===== config.mk =====
export PLATFORM = sky130hd
export DESIGN_NAME = ucsbece154b_perf_monitor
export DESIGN_NICKNAME = d
export VERILOG_FILES = /design/src/rtl/ucsbece154b_perf_monitor.sv
export SDC_FILE = /design/constraint.sdc
export NUM_CORES = 1
export LEC_CHECK = 0
export CORE_MARGIN = 2
export CORE_UTILIZATION = 45
export CTS_CLUSTER_DIAMETER = 150
export DETAILED_ROUTE_END_ITERATION = 6
export PLACE_DENSITY = 0.7
export SYNTH_ARGS = -nofsm -noshare
export SYNTH_HDL_FRONTEND = slang
export SYNTH_SLANG_ARGS = --single-unit

===== constraint.sdc =====
create_clock -name clk -period 33.9 [get_ports clk]
set_input_delay 10.17 -clock clk [delete_from_list [all_inputs] [get_ports clk]]
set_output_delay 10.17 -clock clk [all_outputs]
set_load 0.1 [all_outputs]

===== src/rtl/ucsbece154b_perf_monitor.sv =====
// Performance monitor for the N-way superscalar core: event counters, halt/timeout
// detection and a registered select/readout port.

module ucsbece154b_perf_lane (
  input  logic        clk,
  input  logic        rst,
  input  logic        clr_i,
  input  logic        smp_i,
  input  logic [31:0] pcf_i,
  input  logic [31:0] instrf_i,
  input  logic [31:0] instrd_i,
  input  logic [6:0]  ope_i,
  input  logic        mispredict_i,
  input  logic        takenf_i,
  output logic        ins_o,
  output logic        br_o,
  output logic        brm_o,
  output logic        jmp_o,
  output logic        jmpm_o,
  output logic        qual_o
);
  localparam logic [31:0] NOP  = 32'h0000_0013;
  localparam logic [6:0]  BR   = 7'b1100011;
  localparam logic [6:0]  JAL  = 7'b1101111;
  localparam logic [6:0]  JALR = 7'b1100111;

  logic [31:0] prev_pc_q;

  always_ff @(posedge clk or posedge rst) begin
    if (rst)        prev_pc_q <= '0;
    else if (clr_i) prev_pc_q <= '0;
    else if (smp_i) prev_pc_q <= pcf_i;
  end

  // A zero word (flushed slot) and the canonical NOP are both bubbles.
  assign ins_o  = (instrd_i != 32'h0) && (instrd_i != NOP);
  assign br_o   = (ope_i == BR);
  assign brm_o  = br_o && mispredict_i;
  assign jmp_o  = (ope_i == JAL) || (ope_i == JALR);
  assign jmpm_o = jmp_o && !takenf_i;
  assign qual_o = (pcf_i == prev_pc_q) && (instrf_i == NOP);
endmodule

module ucsbece154b_perf_monitor #(
  parameter int LANES       = 2,
  parameter int CNT_W       = 32,
  parameter int HALT_REPEAT = 1,
  parameter int MAX_CYCLES  = 500
) (
  input  logic               clk,
  input  logic               reset,
  input  logic               en_i,
  input  logic               clear_i,
  input  logic               stall_i,
  input  logic [LANES*32-1:0] pcf_i,
  input  logic [LANES*32-1:0] instrf_i,
  input  logic [LANES*32-1:0] instrd_i,
  input  logic [LANES*7-1:0]  ope_i,
  input  logic [LANES-1:0]    mispredict_i,
  input  logic [LANES-1:0]    takenf_i,
  input  logic [2:0]          sel_i,
  output logic [CNT_W-1:0]    rdata_o,
  output logic                halted_o,
  output logic                timeout_o
);
  localparam int NCNT = 7;
  localparam int IW   = $clog2(LANES + 1);
  localparam int HW   = $clog2(HALT_REPEAT + 1) + 1;
  localparam int CW   = (CNT_W > 32) ? CNT_W : 32;
  localparam int SW   = (CNT_W > 10) ? CNT_W : 10;

  localparam int C_CYC  = 0;
  localparam int C_INS  = 1;
  localparam int C_BR   = 2;
  localparam int C_BRM  = 3;
  localparam int C_JMP  = 4;
  localparam int C_JMPM = 5;
  localparam int C_STL  = 6;

  typedef enum logic [1:0] {
    S_IDLE = 2'd0,
    S_RUN  = 2'd1,
    S_HALT = 2'd2
  } state_e;

  state_e                      state_q, state_d;
  logic [HW-1:0]               hcnt_q, hcnt_d, hcnt_inc;
  logic [NCNT-1:0][CNT_W-1:0]  cnt_q, cnt_d, sat_cnt;
  logic [NCNT-1:0]             ovf_q, ovf_d, sat_ovf;
  logic [NCNT-1:0][IW-1:0]     inc;
  logic [CNT_W:0]              sum [NCNT];
  logic                        timeout_q, timeout_d;
  logic                        halted_q;
  logic [CNT_W-1:0]            rdata_q, rdata_d;
  logic [SW-1:0]               status;
  logic                        smp;

  logic [LANES-1:0] ins_v, br_v, brm_v, jmp_v, jmpm_v, qual_v;
  logic             all_q;

  for (genvar l = 0; l < LANES; l++) begin : g_lane
    ucsbece154b_perf_lane u_lane (
      .clk          (clk),
      .rst          (reset),
      .clr_i        (clear_i),
      .smp_i        (smp),
      .pcf_i        (pcf_i[l*32 +: 32]),
      .instrf_i     (instrf_i[l*32 +: 32]),
      .instrd_i     (instrd_i[l*32 +: 32]),
      .ope_i        (ope_i[l*7 +: 7]),
      .mispredict_i (mispredict_i[l]),
      .takenf_i     (takenf_i[l]),
      .ins_o        (ins_v[l]),
      .br_o         (br_v[l]),
      .brm_o        (brm_v[l]),
      .jmp_o        (jmp_v[l]),
      .jmpm_o       (jmpm_v[l]),
      .qual_o       (qual_v[l])
    );
  end

  assign all_q = &qual_v;

  function automatic logic [IW-1:0] popcnt(input logic [LANES-1:0] v);
    popcnt = '0;
    for (int i = 0; i < LANES; i++) popcnt = popcnt + IW'(v[i]);
  endfunction

  always_comb begin
    inc         = '0;
    inc[C_CYC]  = IW'(1);
    inc[C_INS]  = popcnt(ins_v);
    inc[C_BR]   = popcnt(br_v);
    inc[C_BRM]  = popcnt(brm_v);
    inc[C_JMP]  = popcnt(jmp_v);
    inc[C_JMPM] = popcnt(jmpm_v);
    inc[C_STL]  = IW'(stall_i);
  end

  // Lane increments are pre-summed, so one widened add per counter catches any carry-out.
  always_comb begin
    for (int k = 0; k < NCNT; k++) begin
      sum[k]     = {1'b0, cnt_q[k]} + (CNT_W+1)'(inc[k]);
      sat_cnt[k] = sum[k][CNT_W] ? {CNT_W{1'b1}} : sum[k][CNT_W-1:0];
      sat_ovf[k] = ovf_q[k] | sum[k][CNT_W];
    end
  end

  assign hcnt_inc = hcnt_q + HW'(1);

  always_comb begin
    state_d   = state_q;
    hcnt_d    = hcnt_q;
    cnt_d     = cnt_q;
    ovf_d     = ovf_q;
    timeout_d = timeout_q;
    smp       = 1'b0;
    case (state_q)
      S_IDLE: begin
        smp = 1'b1;
        if (en_i) state_d = S_RUN;
      end
      S_RUN: begin
        if (en_i) begin
          smp    = 1'b1;
          hcnt_d = all_q ? hcnt_inc : '0;
          if (all_q && (hcnt_inc == HW'(HALT_REPEAT))) begin
            state_d = S_HALT;
          end else begin
            cnt_d = sat_cnt;
            ovf_d = sat_ovf;
            if ((MAX_CYCLES != 0) && (CW'(sat_cnt[C_CYC]) == CW'(MAX_CYCLES))) begin
              state_d   = S_HALT;
              timeout_d = 1'b1;
            end
          end
        end
      end
      S_HALT: ;
      default: state_d = S_IDLE;
    endcase
    if (clear_i) begin
      state_d   = S_IDLE;
      hcnt_d    = '0;
      cnt_d     = '0;
      ovf_d     = '0;
      timeout_d = 1'b0;
      smp       = 1'b0;
    end
  end

  always_comb begin
    status      = '0;
    status[1:0] = state_q;
    status[2]   = timeout_q;
    status[9:3] = ovf_q;
    rdata_d     = '0;
    case (sel_i)
      3'd0: rdata_d = cnt_q[C_CYC];
      3'd1: rdata_d = cnt_q[C_INS];
      3'd2: rdata_d = cnt_q[C_BR];
      3'd3: rdata_d = cnt_q[C_BRM];
      3'd4: rdata_d = cnt_q[C_JMP];
      3'd5: rdata_d = cnt_q[C_JMPM];
      3'd6: rdata_d = cnt_q[C_STL];
      default: rdata_d = status[CNT_W-1:0];
    endcase
  end

  always_ff @(posedge clk or posedge reset) begin
    if (reset) begin
      state_q   <= S_IDLE;
      hcnt_q    <= '0;
      cnt_q     <= '0;
      ovf_q     <= '0;
      timeout_q <= 1'b0;
      halted_q  <= 1'b0;
      rdata_q   <= '0;
    end else begin
      state_q   <= state_d;
      hcnt_q    <= hcnt_d;
      cnt_q     <= cnt_d;
      ovf_q     <= ovf_d;
      timeout_q <= timeout_d;
      halted_q  <= (state_d == S_HALT);
      rdata_q   <= rdata_d;
    end
  end

  assign rdata_o   = rdata_q;
  assign halted_o  = halted_q;
  assign timeout_o = timeout_q;
endmodule


==> results.md, run 1 <==
- CP Launch Type: input pin
- Clk buf depth: 3
- Worst-path clk slew: 0.06 ns
- Critical path type: input pin to register
- CTS Buf Count: 38
- Hold-fix buffers, CTS: 0
- Post-route ant nets: 0
- Final worst slack: 20.37 ns
- Max-slew headroom: 0.255
- Worst hold path type: register to register
- DR vias/cell: 6.33
- Detailed Routing Iterations Pass 1: 7
- PD cells: 39.4 nW/µm²
- Core area: 43900 µm²
- CTS tree: done
- Mapped Nets: 2399
- Leak Pwr: 9.47 nW
- Maximum vdd drop: 0.0336 mV
- Vias in the first global route: 17653
- Clock Latency Late Sink: 0.57 ns
- # IOs: 252
- Final core utilization: 0.548
- Die height: 214 µm
- Syn Inst Count: 2167
- Global Route Usage Sum: 0.280
- Area growth, synth to finish: 20.9%
- Max Used Layer: met5
- RSZ-0062 raised after global routing: false
- Max-slew violations: 0
- DR WL met2: 29500 µm
- H-tree levels: 2
- Largest net degree at the start of global routing: 164
- Total gr overflow: 0
- Setup tns final: 0 ns
- Filler cells: 3922
- Mean Syn Cell Area: 9.20 µm²
- Post-Route WL: 65600 µm
- CP startpoint: instrf_i[7]
- Sink Count: 333
- Top-area cell type share of the netlist area: 0.418
- Nets: 2562
- Hold Slack: 0.508 ns
- Final clock skew: 0.0324 ns
- Synth cell count leaders: dfrtp_1 (333), nor2_1 (155), nand2_1 (138), xnor2_1 (133), o21ai_0 (126)
- Met1 wire length: 27100 µm
- Count leader, synth: dfrtp_1
- Setup violators final: 0
- FFs w/ async S/R, synth: 1.00
- Gp weighted congestion: 0.947
- Tcrit/Tclk final: 0.399
- Starting DRT DRC Count: 2196
- Main area contributors after synthesis: dfrtp_1 (42%), xnor2_1 (5.8%), o21ai_0 (3.2%)
- Placed Instances: 2882
- Buffers on Ports: 251
- Post-synth EDFFs: 0
- Max-cap violations: 0
- Post-synth cell types: 81
- Pre-CTS setup slack: 19.85 ns
- Min cycle time layout: 13.53 ns
- Initial core utilization: 0.454
- CP endpoint kind: register
- Post-CTS setup buffer count: 0
- CTS root buffer: clkbuf_16
- Metal3 WL: 6160 µm
- Share of cells above drive strength 1: 0.0699
- Die width: 214 µm
- Largest area contributor in the netlist: dfrtp_1
- CP arrival: 13.90 ns
- Initial antenna violation count: 3
- DIE AREA: 46000 µm²
- Cell Rows: 77
- Synth Flop Type: dfrtp_1
- YS warnings: 0
- Drt wl/cell: 22.2 µm
- FMAX: 73.9 MHz
- DRC: 0
- First-pass GRT wire length: 103000 µm
- Status: finished clean
- Reg-to-Reg Start: g_lane[0].u_lane.prev_pc_q[1]
- Post-synthesis sequential area ratio: 0.418
- WP data required: 34.27 ns
- Worst-Margin Slew: 1.11 ns
- Layout Cells excl Fill: 2952
- Vias: 18677
- Synth Cell Area: 19900 µm²
- Post-synthesis register bit count: 333
- Crit-path max FO: 35
- Final hold violations: 0
- Post-CTS resize count: 0
- Dpl hpwl: 46200 µm
- Worst hold start: ovf_q[6]
registers in the layout (all words and copies together), names as in the netlist:
signal	count
state_q	2
cnt_q	224
ovf_q	7
hcnt_q	2
halted_o	1
g_lane.u_lane.prev_pc_q	64
rdata_o	32
timeout_o	1
cell type report:
cell class / count / area (µm²) / area share
flip-flops and latches: 333 / 8330 / 0.346
clock buffers: 57 / 1130 / 0.0471
well taps: 592 / 741 / 0.0307
diodes: 1 / 2.50 / 0.000104
clock inverters: 12 / 185 / 0.00769
inverters: 38 / 150 / 0.00623
repair buffers: 270 / 2660 / 0.110
multi-input cells: 1649 / 10900 / 0.452
cells by family after synthesis:
kind of cell    Yosys count  share of synthesized area
compound gates          482                      0.159
simple gates            898                      0.247
xor+xnor                175                     0.0769
buf+inv                 185                     0.0379
mux                      80                     0.0504
flops                   333                      0.418
fa+ha+maj                14                     0.0107
layer usage:
layer | vias up | GRT usage
met4 | 4 | 0.125
met3 | 140 | 0.0542
met1 | 9139 | 0.386
met5 | - | 0
li1 | 8436 | -
met2 | 958 | 0.428
metrics by stage:
stage | area [µm²] | total power [mW]
2_1_floorplan | 19900 | 0.473
3_3_place_gp | 22800 | 0.519
3_5_place_dp | 22800 | 0.521
4_1_cts | 24100 | 0.954
5_1_grt | 24100 | 0.979
6_report | 24100 | 0.949
critical path, stage by stage:
cell	delay (ns)
clkdlybuf4s50_1	0.42
nor4b_1	0.38
nand4_1	0.18
nor4_1	0.40
nand3_1	0.23
or2_2	0.54
buf_4	0.37
nand4_1	0.20
or4_1	0.74
o21ai_0	0.25
report_power, final:
group          switching [mW]  internal (mW)  total [mW]
clock                   0.172          0.263       0.434
sequential            0.00669          0.405       0.412
combinational          0.0595         0.0428       0.102
total                   0.238          0.711       0.949
path summary, 6_finish.rpt:
check	slack [ns]	to	cells past startpoint
worst max-delay path	20.37	cnt_q[67]	10
worst min-delay path	0.51	ovf_q[6]	2
worst max register to register	30.20	cnt_q[67]	9
worst min register to register	0.51	ovf_q[6]	2
max in group asynchronous	22.01	cnt_q[82]	3
min in group asynchronous	10.28	cnt_q[32]	2
cell usage in the layout, fill, tap and decap left out, types with 20 or more instances in the layout:
cell / netlist / final
o21ai_0: 126 / 126
xor2_1: 42 / 42
nor2_1: 155 / 151
inv_1: 38 / 37
a31oi_1: 20 / 20
nand3_1: 100 / 100
buf_4: 0 / 20
mux2i_1: 52 / 52
nor4b_1: 21 / 21
a22o_1: 65 / 65
a21oi_1: 104 / 104
nor2b_1: 21 / 21
dfrtp_1: 333 / 333
xnor2_1: 133 / 133
a311oi_1: 31 / 31
clkdlybuf4s50_1: 0 / 247
nor3_1: 96 / 94
nor4_1: 91 / 91
a211oi_1: 22 / 22
nand2_1: 138 / 138
and2_1: 20 / 20
nand4_1: 94 / 94
clkbuf_16: 0 / 39
and3_1: 56 / 56
No activity file was read; power rests on OpenSTA's default activity.
==> inputs of run 2 (changes only) <==
--- a/config.mk
+++ b/config.mk
@@ -9,7 +9,7 @@
 export CORE_UTILIZATION = 45
 export CTS_CLUSTER_DIAMETER = 150
 export DETAILED_ROUTE_END_ITERATION = 6
-export PLACE_DENSITY = 0.7
+export PLACE_DENSITY = 0.73
 export SYNTH_ARGS = -nofsm -noshare
 export SYNTH_HDL_FRONTEND = slang
 export SYNTH_SLANG_ARGS = --single-unit
==> constraint.sdc (replaced) <==
create_clock -name clk -period 11.6 [get_ports clk]
set_input_delay 3.48 -clock clk [delete_from_list [all_inputs] [get_ports clk]]
set_output_delay 3.48 -clock clk [all_outputs]
set_load 0.1 [all_outputs]
==> run 2 against run 1 <==
Setup slack worse by 16 ns. Final area up 0.27%. Clock power rose to 3.0 times the previous value. Via count about the same. Combinational power increased to 2.9 times the previous value. Power rose to 3.0 times the previous value. Largest power group unchanged.
==> results.md, run 2 (synthesized netlist as in run 1, its figures left out) <==
- Max-slew violations: 0 (unchanged)
- Die height: 214 µm (unchanged)
- First-pass GRT wire length: 103000 µm (+0.71%)
- Most flops, register: cnt_q
- Detailed Routing Iterations Pass 1: 6 (-1)
- WP data required: 11.98 ns (-22.29 ns)
- Area growth, synth to finish: 21.2%
- Maximum vdd drop: 0.101 mV (+200%)
- Clk buf depth: 3 (unchanged)
- CP Launch Type: input pin
- Leak Pwr: 9.49 nW (+0.24%)
- Drt wl/cell: 22.0 µm (-1.1%)
- Total gr overflow: 0 (unchanged)
- Dpl hpwl: 45800 µm (-0.95%)
- Critical path type: input pin to register
- Switching power: 0.702 mW (+200%)
- Setup violators final: 0 (unchanged)
- Vias in the first global route: 18317 (+3.8%)
- Gp weighted congestion: 0.926 (-2.2%)
- CTS root buffer: clkbuf_16
- Max-cap violations: 0 (unchanged)
- Share of cells above drive strength 1: 0.0715 (+0.00160)
- Worst Hold Depth: 2 (unchanged)
- CP endpoint kind: register
- Pre-CTS setup slack: 4.27 ns (-15.58 ns)
- DRC: 0 (unchanged)
- Post-route ant nets: 0 (unchanged)
- Post-Route WL: 65100 µm (-0.85%)
- DIE AREA: 46000 µm² (unchanged)
- Post-CTS resize count: 0 (unchanged)
- Largest net degree at the start of global routing: 184 (+12%)
- Placed Instances: 2884 (+0.069%)
- Reg-to-Reg Start: g_lane[0].u_lane.prev_pc_q[25]
- Tcrit/Tclk final: 0.592
- Worst hold start: ovf_q[6]
- H-tree levels: 2 (unchanged)
- Largest register FFs: 224 (unchanged)
- CTS tree: done
- PD cells: 116 nW/µm² (+200%)
- Final hold violations: 0 (unchanged)
- Cell Rows: 77 (unchanged)
- DR vias/cell: 6.32 (-0.12%)
- Nets: 2565 (+0.12%)
- Hold-fix buffers, CTS: 0 (unchanged)
- DP Area: 22800 µm² (+0.10%)
- Final worst slack: 4.73 ns (-15.64 ns)
- Worst-path clk slew: 0.06 ns (about the same)
- Most frequent cells in the layout: dfrtp_1 (333), clkdlybuf4s50_1 (247), nor2_1 (151)
- Starting DRT DRC Count: 2411 (+9.8%)
- Layout Cells excl Fill: 2958 (+0.20%)
- Final design instance area without fill: 24200 µm² (+0.27%)
- Setup tns final: 0 ns (unchanged)
- Buffers on Ports: 251 (unchanged)
- Worst hold path type: register to register
- Design Power: 2.81 mW (+200%)
- Final core utilization: 0.550 (+0.00148)
- Clock power share: 0.466 (+0.008)
- Combinational share of power: 0.106 (-0.002)
- Crit-path max FO: 58 (+66%)
- Clock Latency Late Sink: 0.57 ns (about the same)
- Die width: 214 µm (unchanged)
- # IOs: 252 (unchanged)
- Post-CTS setup buffer count: 0 (unchanged)
- Sink Count: 333 (unchanged)
- Most common cell after layout, fill and taps aside: dfrtp_1
- Initial core utilization: 0.454 (unchanged)
- Worst-Margin Slew: 1.14 ns (+0.0279 ns)
- Final clock skew: 0.0271 ns (-0.00530 ns)
- Switching portion of total power: 0.250 (-0.00122)
- Reg2reg path depth: 10 (+1)
- Max-slew headroom: 0.238 (-0.0165)
- Min cycle time layout: 6.87 ns
- Initial antenna violation count: 5 (+2)
- CP startpoint: instrf_i[44]
- RSZ-0062 raised after global routing: false
- Vias: 18692 (+0.080%)
- FMAX: 146 MHz
- Global Route Usage Sum: 0.280 (+0.000635)
- CTS Buf Count: 39 (+2.6%)
- Core area: 43900 µm² (unchanged)
- Hold Slack: 0.497 ns (-0.0113 ns)
- Reg power frac: 0.428 (-0.006)
- Status: finished clean
- CP arrival: 7.26 ns (-6.64 ns)
- Internal power: 2.11 mW (+200%)
-- run 2: changes by cell type in the layout (fill, tap and decap cells not counted), moves of 2 or more --
cell	change
diode_2	+3
clkinvlp_4	+2
bufinv_16	+2
clkbuf_8	-2
inv_6	+4
clkinv_8	-2
-- run 2: final timing paths --
check | end | slack [ns]
worst max-delay path | cnt_q[150] | 4.73
worst min-delay path | ovf_q[6] | 0.50
worst max register to register | cnt_q[150] | 7.79
worst min register to register | ovf_q[6] | 0.50
max in group asynchronous | rdata_o[28] | 7.20
min in group asynchronous | g_lane[0].u_lane.prev_pc_q[22] | 3.54
-- run 2: layout make-up --
type | instances | area (µm²)
fill | 3980 | 19800
multi-input combinational | 1649 | 10900
sequential | 333 | 8330
timing repair buffer | 272 | 2690
clock buffer | 54 | 1100
tap | 592 | 741
clock inverter | 16 | 250
inverter | 38 | 146
antenna | 4 | 10.0
-- run 2: worst max-delay path: stages --
cell and delay [ns]:
clkdlybuf4s50_1 0.45, nor4b_1 0.45, nand4_1 0.15, nor4_1 0.36
nand3_1 0.21, nor2_4 0.63, buf_4 0.70, nor3_2 0.11
buf_4 0.23, nand3_1 0.25, o311ai_0 0.21
-- run 2: power by group through the flow --
stage               Combinational (mW)  Sequential (mW)  Clock (mW)
floorplan                        0.135             1.25           0
global placement                 0.293             1.22           0
detailed placement               0.296             1.22           0
CTS                              0.298             1.20        1.32
global route                     0.320             1.21        1.37
finish                           0.299             1.20        1.31
-- run 2: layer usage --
| metal | vias to the layer above | part of all wire | track usage |
|---|---|---|---|
| met5 | - | 0.00012 | 0 |
| met4 | 2 | 0.049 | 0.140 |
| met3 | 186 | 0.090 | 0.0488 |
| met2 | 938 | 0.45 | 0.434 |
| met1 | 9122 | 0.41 | 0.381 |
| li1 | 8444 | - | - |
==> inputs of run 3 (changes only) <==
==> constraint.sdc (replaced) <==
create_clock -name clk -period 6.09 [get_ports clk]
set_input_delay 1.827 -clock clk [delete_from_list [all_inputs] [get_ports clk]]
set_output_delay 1.827 -clock clk [all_outputs]
set_load 0.1 [all_outputs]
==> run 3 against run 2 <==
The run now ends with design-rule violations left. Global-route usage is 0.57 points higher. Worst hold slack better by 0.018 ns. Register-to-register slack worse by 5.1 ns. First-iteration DRC count is 9.9% lower. Final cell count is 0.37% higher. Sequential share of layout area is 0.098 points lower. Largest cell class unchanged.
==> results.md, run 3 (synthesized netlist as in run 1, its figures left out) <==
- Status: finished, violations left
- Failing checks: design-rule violations
- Critical path type: input pin to register
- Post-CTS setup buffer count: 0 (unchanged)
- Most frequent cells in the layout: dfrtp_1 (333), clkdlybuf4s50_1 (247), nor2_1 (151)
- Area of the multi-input gates: 10900 µm² (unchanged)
- Die width: 214 µm (unchanged)
- Buffers on Ports: 251 (unchanged)
- DR vias/cell: 6.38 (+0.94%)
- Starting DRT DRC Count: 2173 (-9.9%)
- Hold Slack: 0.515 ns (+0.0177 ns)
- CP arrival: 5.26 ns (-2.00 ns)
- Final clock skew: 0.0191 ns (-0.00804 ns)
- FF-to-FF setup slack: 2.68 ns (-5.11 ns)
- RSZ-0062 raised after global routing: false
- DRC: 5 (+5)
- Largest net degree at the start of global routing: 127 (-31%)
- Core area: 43900 µm² (unchanged)
- Nets: 2583 (+0.70%)
- Vias in the first global route: 18643 (+1.8%)
- Post-route ant nets: 0 (unchanged)
- Gp weighted congestion: 0.970 (+4.7%)
- Final hold violations: 0 (unchanged)
- CTS tree: done
- # IOs: 252 (unchanged)
- Pre-CTS setup slack: 0.744 ns (-3.52 ns)
- CP Launch Type: input pin
- Worst hold start: ovf_q[6]
- Die height: 214 µm (unchanged)
- Clock Latency Late Sink: 0.58 ns (about the same)
- Initial antenna violation count: 3 (-2)
- Setup violators final: 0 (unchanged)
- DIE AREA: 46000 µm² (unchanged)
- Max-slew headroom: 0.172 (-0.0661)
- CTS Buf Count: 38 (-2.6%)
- Area growth, synth to finish: 21.5%
- Global Route Usage Sum: 0.286 (+0.00570)
- Hold-fix buffers, CTS: 0 (unchanged)
- Post-CTS resize count: 0 (unchanged)
- First-pass GRT wire length: 105000 µm (+1.7%)
- Hold EP: ovf_q[6]
- Initial core utilization: 0.454 (unchanged)
- Vias: 18938 (+1.3%)
- PD cells: 216 nW/µm² (+85%)
- Filler cells: 3923 (-1.4%)
- FMAX: 210 MHz
- Clk buf depth: 3 (unchanged)
- Maximum vdd drop: 0.182 mV (+80%)
- H-tree levels: 2 (unchanged)
- Detailed Routing Iterations Pass 1: 7 (+1)
- WP data required: 6.58 ns (-5.40 ns)
- Worst-path clk slew: 0.06 ns (about the same)
- Total gr overflow: 0 (unchanged)
- Largest register FFs: 224 (unchanged)
- Setup tns final: 0 ns (unchanged)
- Dpl hpwl: 48000 µm (+4.7%)
- Post-Route WL: 66400 µm (+2.0%)
- Drt wl/cell: 22.4 µm (+1.6%)
- Min cycle time layout: 4.77 ns
- CTS root buffer: clkbuf_16
- Worst hold path type: register to register
- Most common cell after layout, fill and taps aside: dfrtp_1
- Crit-path max FO: 16 (-72%)
- Reg-to-Reg Start: cnt_q[0]
- CP endpoint kind: register
- Share of cells above drive strength 1: 0.0767 (+0.00511)
- Tcrit/Tclk final: 0.782
- Most flops, register: cnt_q
- Final core utilization: 0.551 (+0.00157)
- Final worst slack: 1.32 ns (-3.40 ns)
- Leak Pwr: 9.55 nW (+0.58%)
- Sink Count: 333 (unchanged)
- Worst-Margin Slew: 1.23 ns (+0.0896 ns)
- Worst Hold Depth: 2 (unchanged)
- Reg2reg end: halted_o
- Max-slew violations: 0 (unchanged)
- Cell Rows: 77 (unchanged)
- Reg2reg path depth: 9 (-1)
- Max-cap violations: 0 (unchanged)
- FF/Latch Area: 8330 µm² (unchanged)
[run 3: changes by cell type in the layout (fill, tap and decap cells not counted), moves of 2 or more]
cell,before,now
buf_4,21,39
bufinv_16,6,3
clkbuf_8,8,10
clkinv_8,0,2
clkinvlp_4,3,1
inv_6,4,0
[run 3: critical path: stages]
cell and delay, ns:
clkdlybuf4s50_1 0.45, nor2b_1 0.12, nand4_1 0.16, nor3_1 0.23
fa_1 0.30, ha_1 0.22, and3_1 0.19, nand3_1 0.28
and3b_1 0.38, nand2_1 0.12, nor3_1 0.19, nand3b_1 0.35
buf_4 0.33, o21ai_0 0.09
[run 3: metal layers]
| layer | vias to the layer above | global-route usage | share of wire |
|---|---|---|---|
| li1 | 8471 | - | - |
| met1 | 9291 | 0.374 | 0.40 |
| met2 | 976 | 0.451 | 0.46 |
| met3 | 200 | 0.0573 | 0.093 |
| met4 | 0 | 0.149 | 0.052 |
| met5 | - | 0 | 0 |
[run 3: how the worst max path moves through the flow]
| stage | start | to | slack (ns) |
|---|---|---|---|
| floorplan | reset | cnt_q[0] | -0.19 |
| global placement | ope_i[1] | cnt_q[161] | 0.78 |
| detailed placement | ope_i[1] | cnt_q[164] | 0.74 |
| CTS | ope_i[1] | cnt_q[164] | 1.34 |
| global route | ope_i[1] | cnt_q[161] | 0.94 |
| finish | ope_i[1] | cnt_q[161] | 1.32 |
[run 3: cell type report]
class | count | area share
inverters | 38 | 0.00604
repair buffers | 291 | 0.117
well taps | 592 | 0.0306
flip-flops and latches | 333 | 0.344
multi-input cells | 1649 | 0.449
clock inverters | 9 | 0.00692
diodes | 3 | 0.000310
clock buffers | 54 | 0.0455
[run 3: power by group]
group	internal, mW	total [mW]	switching [mW]
registers	2.26	2.29	0.0378
logic	0.243	0.576	0.333
clock network	1.39	2.36	0.968
total	3.89	5.23	1.34
[run 3: through the flow]
| stage | cells | cell area [µm²] | power [mW] |
|---|---|---|---|
| global route | 2969 | 24200 | 5.39 |
| finish | 2969 | 24200 | 5.23 |
| global placement | 2903 | 22900 | 2.89 |
| detailed placement | 2903 | 22900 | 2.90 |
| floorplan | 2167 | 19900 | 2.63 |
| CTS | 2966 | 24200 | 5.25 |
